<file path="src/rtl/mem_arbiter_n.sv">
// N-master memory arbiter: one downstream request port, fixed or round-robin grant,
// and an in-flight ID FIFO that routes each ordered response back to its master.
module mem_arbiter_n #(
    parameter int N_MASTERS       = 2,
    parameter int ADDR_WIDTH      = 32,
    parameter int DATA_WIDTH      = 32,
    parameter int MASK_WIDTH      = 4,
    parameter int RR_MODE         = 0,
    parameter int MAX_OUTSTANDING = 2
) (
    input  logic                             clk,
    input  logic                             rst,
    input  logic                             bus_hold_i,
    output logic                             mem_hold_o,
    input  logic [N_MASTERS-1:0]             m_req,
    input  logic [N_MASTERS-1:0]             m_we,
    input  logic [N_MASTERS*ADDR_WIDTH-1:0]  m_addr,
    input  logic [N_MASTERS*DATA_WIDTH-1:0]  m_wdata,
    input  logic [N_MASTERS*MASK_WIDTH-1:0]  m_wmask,
    output logic [N_MASTERS-1:0]             m_addr_ok,
    output logic [N_MASTERS-1:0]             m_data_ok,
    output logic [N_MASTERS*DATA_WIDTH-1:0]  m_rdata,
    output logic                             mem_req,
    output logic                             mem_we,
    output logic [ADDR_WIDTH-1:0]            mem_address,
    output logic [DATA_WIDTH-1:0]            mem_wdata,
    output logic [MASK_WIDTH-1:0]            mem_wmask,
    input  logic                             mem_addr_ok,
    input  logic                             mem_data_ok,
    input  logic [DATA_WIDTH-1:0]            mem_rdata,
    output logic [$clog2(MAX_OUTSTANDING):0] outstanding_o,
    output logic                             err_o
);

    // Handshake: m_req/mem_req act as valid and m_addr_ok/mem_addr_ok as ready; a request
    // transfers in the cycle both are high and the requester holds its fields until then.
    // mem_data_ok is a single-cycle response strobe with no backpressure.

    localparam int IW = (N_MASTERS > 1) ? $clog2(N_MASTERS) : 1;
    localparam int PW = (MAX_OUTSTANDING > 1) ? $clog2(MAX_OUTSTANDING) : 1;
    localparam int CW = $clog2(MAX_OUTSTANDING) + 1;
    localparam logic [CW-1:0] MAX_CNT = CW'(MAX_OUTSTANDING);

    logic [IW-1:0] id_mem [MAX_OUTSTANDING];
    logic [PW-1:0] wr_ptr, rd_ptr;
    logic [CW-1:0] count;
    logic [IW-1:0] rr_ptr;
    logic [IW-1:0] grant;
    logic [IW-1:0] head_id;
    logic          any_req, fifo_full, fifo_empty, can_issue, accept, pop, err_q;

    function automatic logic [PW-1:0] ptr_inc(input logic [PW-1:0] p);
        return (p == PW'(MAX_OUTSTANDING - 1)) ? '0 : p + 1'b1;
    endfunction

    // Round-robin scans offsets downward so the smallest offset from rr_ptr wins.
    always_comb begin
        grant = '0;
        if (RR_MODE != 0) begin
            for (int i = N_MASTERS - 1; i >= 0; i--) begin
                if (m_req[(int'(rr_ptr) + i) % N_MASTERS])
                    grant = IW'((int'(rr_ptr) + i) % N_MASTERS);
            end
        end else begin
            for (int i = 0; i < N_MASTERS; i++) begin
                if (m_req[i]) grant = IW'(i);
            end
        end
    end

    assign any_req    = |m_req;
    assign fifo_empty = (count == '0);
    assign fifo_full  = (count == MAX_CNT);
    // A response in the same cycle frees the head slot, so a full FIFO can still issue.
    assign can_issue  = !bus_hold_i && (!fifo_full || mem_data_ok);
    assign mem_req    = !rst && can_issue && any_req;
    assign accept     = mem_req && mem_addr_ok;
    assign pop        = !rst && mem_data_ok && !fifo_empty;
    assign head_id    = id_mem[rd_ptr];

    assign mem_hold_o    = bus_hold_i;
    assign outstanding_o = count;
    assign err_o         = err_q;

    always_comb begin
        mem_we      = 1'b0;
        mem_address = '0;
        mem_wdata   = '0;
        mem_wmask   = '0;
        m_addr_ok   = '0;
        m_data_ok   = '0;
        m_rdata     = '0;
        if (any_req) begin
            mem_we      = m_we[grant];
            mem_address = m_addr[grant*ADDR_WIDTH +: ADDR_WIDTH];
            mem_wdata   = m_wdata[grant*DATA_WIDTH +: DATA_WIDTH];
            mem_wmask   = m_wmask[grant*MASK_WIDTH +: MASK_WIDTH];
        end
        if (accept) m_addr_ok[grant] = 1'b1;
        if (pop) begin
            m_data_ok[head_id]                      = 1'b1;
            m_rdata[head_id*DATA_WIDTH +: DATA_WIDTH] = mem_rdata;
        end
    end

    always_ff @(posedge clk) begin
        if (accept) id_mem[wr_ptr] <= grant;
    end

    always_ff @(posedge clk) begin
        if (rst) begin
            wr_ptr <= '0;
            rd_ptr <= '0;
            count  <= '0;
            rr_ptr <= '0;
            err_q  <= 1'b0;
        end else begin
            if (accept) wr_ptr <= ptr_inc(wr_ptr);
            if (pop)    rd_ptr <= ptr_inc(rd_ptr);
            case ({accept, pop})
                2'b10:   count <= count + 1'b1;
                2'b01:   count <= count - 1'b1;
                default: count <= count;
            endcase
            if (accept && RR_MODE != 0)
                rr_ptr <= (grant == IW'(N_MASTERS - 1)) ? '0 : grant + 1'b1;
            if (mem_data_ok && fifo_empty) err_q <= 1'b1;
        end
    end

endmodule

</file>
<file path="config.mk">
export PLATFORM = sky130hd
export DESIGN_NAME = mem_arbiter_n
export DESIGN_NICKNAME = d
export VERILOG_FILES = /design/src/rtl/mem_arbiter_n.sv
export SDC_FILE = /design/constraint.sdc
export NUM_CORES = 1
export LEC_CHECK = 0
export CORE_AREA = 2 2 123 125
export CTS_BUF_LIST = sky130_fd_sc_hd__clkbuf_16
export CTS_CLUSTER_SIZE = 24
export DETAILED_ROUTE_END_ITERATION = 7
export DIE_AREA = 0 0 125 127
export HOLD_SLACK_MARGIN = 0.08
export PLACE_DENSITY_LB_ADDON = 0.12
export REMOVE_ABC_BUFFERS = 1
export SLEW_MARGIN = 5
export SYNTH_ARGS = -nofsm -noshare
export SYNTH_HDL_FRONTEND = slang
export SYNTH_SLANG_ARGS = --single-unit
</file>
<file path="constraint.sdc">
create_clock -name clk -period 2.1 [get_ports clk]
set_clock_uncertainty 0.1 [all_clocks]
set_input_delay 0.42 -clock clk [delete_from_list [all_inputs] [get_ports clk]]
set_output_delay 0.42 -clock clk [all_outputs]
set_load 0.1 [all_outputs]
</file>
==> key figures <==
Outcome
  • Status: finished with violations
  • Failing checks: setup timing

GRT
  • Largest net degree at the start of global routing: 70
  • Vias in the first global route: 3488
  • GR Util All Layers: 19.1%
  • Initial antenna violation count: 0
  • First-pass GRT wire length: 23000 um
  • Congestion Overflow GR: 0

STA
  • Hold_ws: between 0.3 and 0.4 ns
  • Relative slew slack: 78.1%
  • Crit path time final: between 2 and 2.5 ns
  • Endpoints failing hold: 0
  • Slew Viols, Final: 0
  • Worst slew pin tran: roughly 0.33 ns
  • Max frequency: 469 MHz
  • Final setup fails: 28
  • RSZ-0062 raised after global routing: yes
  • Tcrit/Tclk final: 102%
  • Setup ws final: -0.0321 ns

Clock network
  • CTS root buffer: clkbuf_16
  • CTS Buf Count: 3
  • CTS H-Tree Depth: 1
  • Hold buffers post-CTS: 0
  • Worst skew pair latency: approximately 0.23 ns
  • CTS max path bufs: 2
  • Clock slew at reported path FFs: 0.04 ns
  • CTS tree: built
  • Clock sink total: 8

Worst setup path
  • Worst-path fanout max: 8
  • Required @ worst endpoint: roughly 1.6 ns
  • Worst path slowest cell: edfxtp_1
  • Worst-path cell chain: mux2i_4, buf_6, clkbuf_16, and3_4, buf_12
  • Crit-path max cell delay: 0.48 ns
  • Setup CP Type: flop to output port
  • R2R setup slack: between 0.15 and 0.2 ns
  • CP endpoint kind: output port
  • WP data arrival: roughly 1.6 ns
  • CP startpoint kind: flop

Placement
  • Buffers on Ports: 318
  • Dpl ws: -0.302 ns
  • GPL Wtd Cong: just under 0.9
  • Dpl cells: 702
  • Detailed Place HPWL: ~12000 um
  • Dpl cell area: 6480 um2

Floorplan
  • I/O pin cnt: 319
  • Row count: between 40 and 50
  • Core Region: 14400 um2
  • Die area: approximately 16000 um2
  • Die height: between 100 and 150 um
  • Initial Util: 11.0%
  • Die W: 125 um

Synth
  • Synth top cells by count: a22o_1, and3_1, clkbuf_1, buf_2, nor2_1
  • Synth Area in XOR/XNOR: 1.66%
  • Post-synthesis cell area: ~1600 um2
  • Number of flops mapped to enable cells by yosys: 2
  • Synthesized area per cell: ~7.7 um2
  • Most common cell in the synthesized netlist: a22o_1
  • Post-synth cell types: 29
  • Top cell type's share of synthesized area: 38.2%
  • Syn Inst Count: 205
  • Compound-Gate Fraction of Synth Area: 41.0%
  • Post-synthesis sequential area ratio: 11.4%
  • Post-Synth Adder-Cell Area: 0.791%
  • Yosys top cell by area: a22o_1
  • Synth Flop Type: dfxtp_1
  • Yosys warnings: 0
  • Asr flop ratio synth: 0%
  • Post-synthesis mux area share: 1.34%
  • #FFs+latches synth: 8
  • Largest family of logic cells by synthesized area: compound AO/OA/AOI/OAI gates
  • Simple-Gate Fraction of Synth Area: a little under a third
  • Largest cells by area after synthesis: a22o_1, and3_1, dfxtp_1, buf_6, edfxtp_1

Pwr
  • Clock Power Share: 11.9%
  • Power density over the cells: between 300 and 400 nW/um2
  • Net Sw Frac: 49.6%
  • Sequential share of power: 6.4%
  • Leak: 3.04 nW
  • NetSw: between 0.001 and 0.0015 W
  • Power Internal: 0.00138 W
  • Maximum VDD drop: 0.000228 V
  • Logic pwr share: approximately four fifths

Drt
  • First-pass DRT Iterations: 4
  • DR iter-0 viols: 93
  • Via Count: 3230
  • Wire per inst: 22.1 um
  • Post-route ant nets: 0
  • WL final: 16300 um
  • DRC violations left: 0
  • Vias/cell: 4.38

Run
  • Max Cap Violations: 0

Final layout
  • Diodes inserted: 0
  • Non-filler instance count after layout: 737
  • Layout cells sized above 1: between 50% and 60%
  • Area growth syn-to-layout: 373%
  • Post-layout instance area: around 7500 um2
  • FILL cells: ~1300
  • Fin nets: ~730
  • Register area: 189 um2
  • Area of the multi-input gates: 1670 um2

Worst hold path
  • Worst Hold Class: flop to flop
[power by group through the flow]
stage          logic, W  registers, W  clock network, W
6_report        0.00223      0.000176          0.000326
5_1_grt         0.00229      0.000178          0.000345
4_1_cts         0.00223      0.000178          0.000332
3_5_place_dp    0.00209      0.000177                 0
3_3_place_gp    0.00208      0.000176                 0
2_1_floorplan   0.00101      0.000205                 0
[layout by cell type, fill, tap and decap left out, drive strengths merged]
cell type / synthesis / routed
nor3b: 1 / 1
clkdlybuf4s50: 0 / 170
nor2: 8 / 8
mux2i: 1 / 1
o311ai: 1 / 1
o21bai: 1 / 1
or3: 1 / 1
bufbuf: 0 / 1
nor4: 1 / 1
nor3: 3 / 3
o21ai: 3 / 3
dfxtp: 6 / 6
dlymetal6s2s: 0 / 1
inv: 3 / 4
and2: 2 / 2
and3: 64 / 64
ha: 1 / 1
clkbuf: 12 / 6
a22o: 69 / 69
mux2: 1 / 2
a21oi: 2 / 2
nor2b: 1 / 1
xor2: 2 / 2
xnor2: 1 / 1
edfxtp: 2 / 2
buf: 19 / 199
[metrics by stage]
step | TNS [ns] | util (%) | total power, W
after CTS | -2.67 | 51.2 | 0.00274
after global placement | -28.94 | 45.0 | 0.00226
after detailed placement | -31.19 | 45.0 | 0.00227
after floorplan | -246.85 | - | 0.00121
after global routing | -2.64 | 51.9 | 0.00281
final | -0.317 | 51.9 | 0.00274
[cell type report]
| type | instances | share of cell area (%) |
|---|---|---|
| tap | 184 | 3.08 |
| multi-input combinational | 164 | 22.4 |
| timing repair buffer | 374 | 70.8 |
| clock inverter | 1 | 0.0502 |
| sequential | 8 | 2.52 |
| clock buffer | 3 | 1.00 |
| inverter | 3 | 0.150 |
[path summary, 6_finish.rpt]
path | to | start | depth (start not counted)
worst max-delay path | m_rdata[31] | id_mem[0] | 5
worst min-delay path | err_o | err_o | 2
worst max register to register | outstanding_o[1] | outstanding_o[0] | 8
worst min register to register | err_o | err_o | 2
[routing by layer]
layer	wire length, um	global-route usage, %	up-vias
met5	0	0	-
met4	379	4.77	0
met3	1400	5.65	20
met2	8750	37.3	205
met1	5740	19.8	1490
li1	-	-	1515
[worst max-delay path, delay by kind of cell, from the launching register on]
kind / cells / cell delay [ns]
DFF: 1 / 0.48
buffers and inverters: 3 / 0.49
muxes: 1 / 0.22
and+or+nand+nor: 1 / 0.20
[kinds of logic after synthesis]
kind of cell / Yosys count
flops: 8
fa+ha+maj: 1
mux: 2
buf+inv: 34
xor+xnor: 3
compound gates: 76
simple gates: 81
[timing repair]
item,in CTS,in global routing
gates cloned,8,2
resized for setup,103,16
endpoints found under the setup margin,139,69
buffers inserted,16,5
pin swaps,7,23
Power figures use the tool's default switching activity.
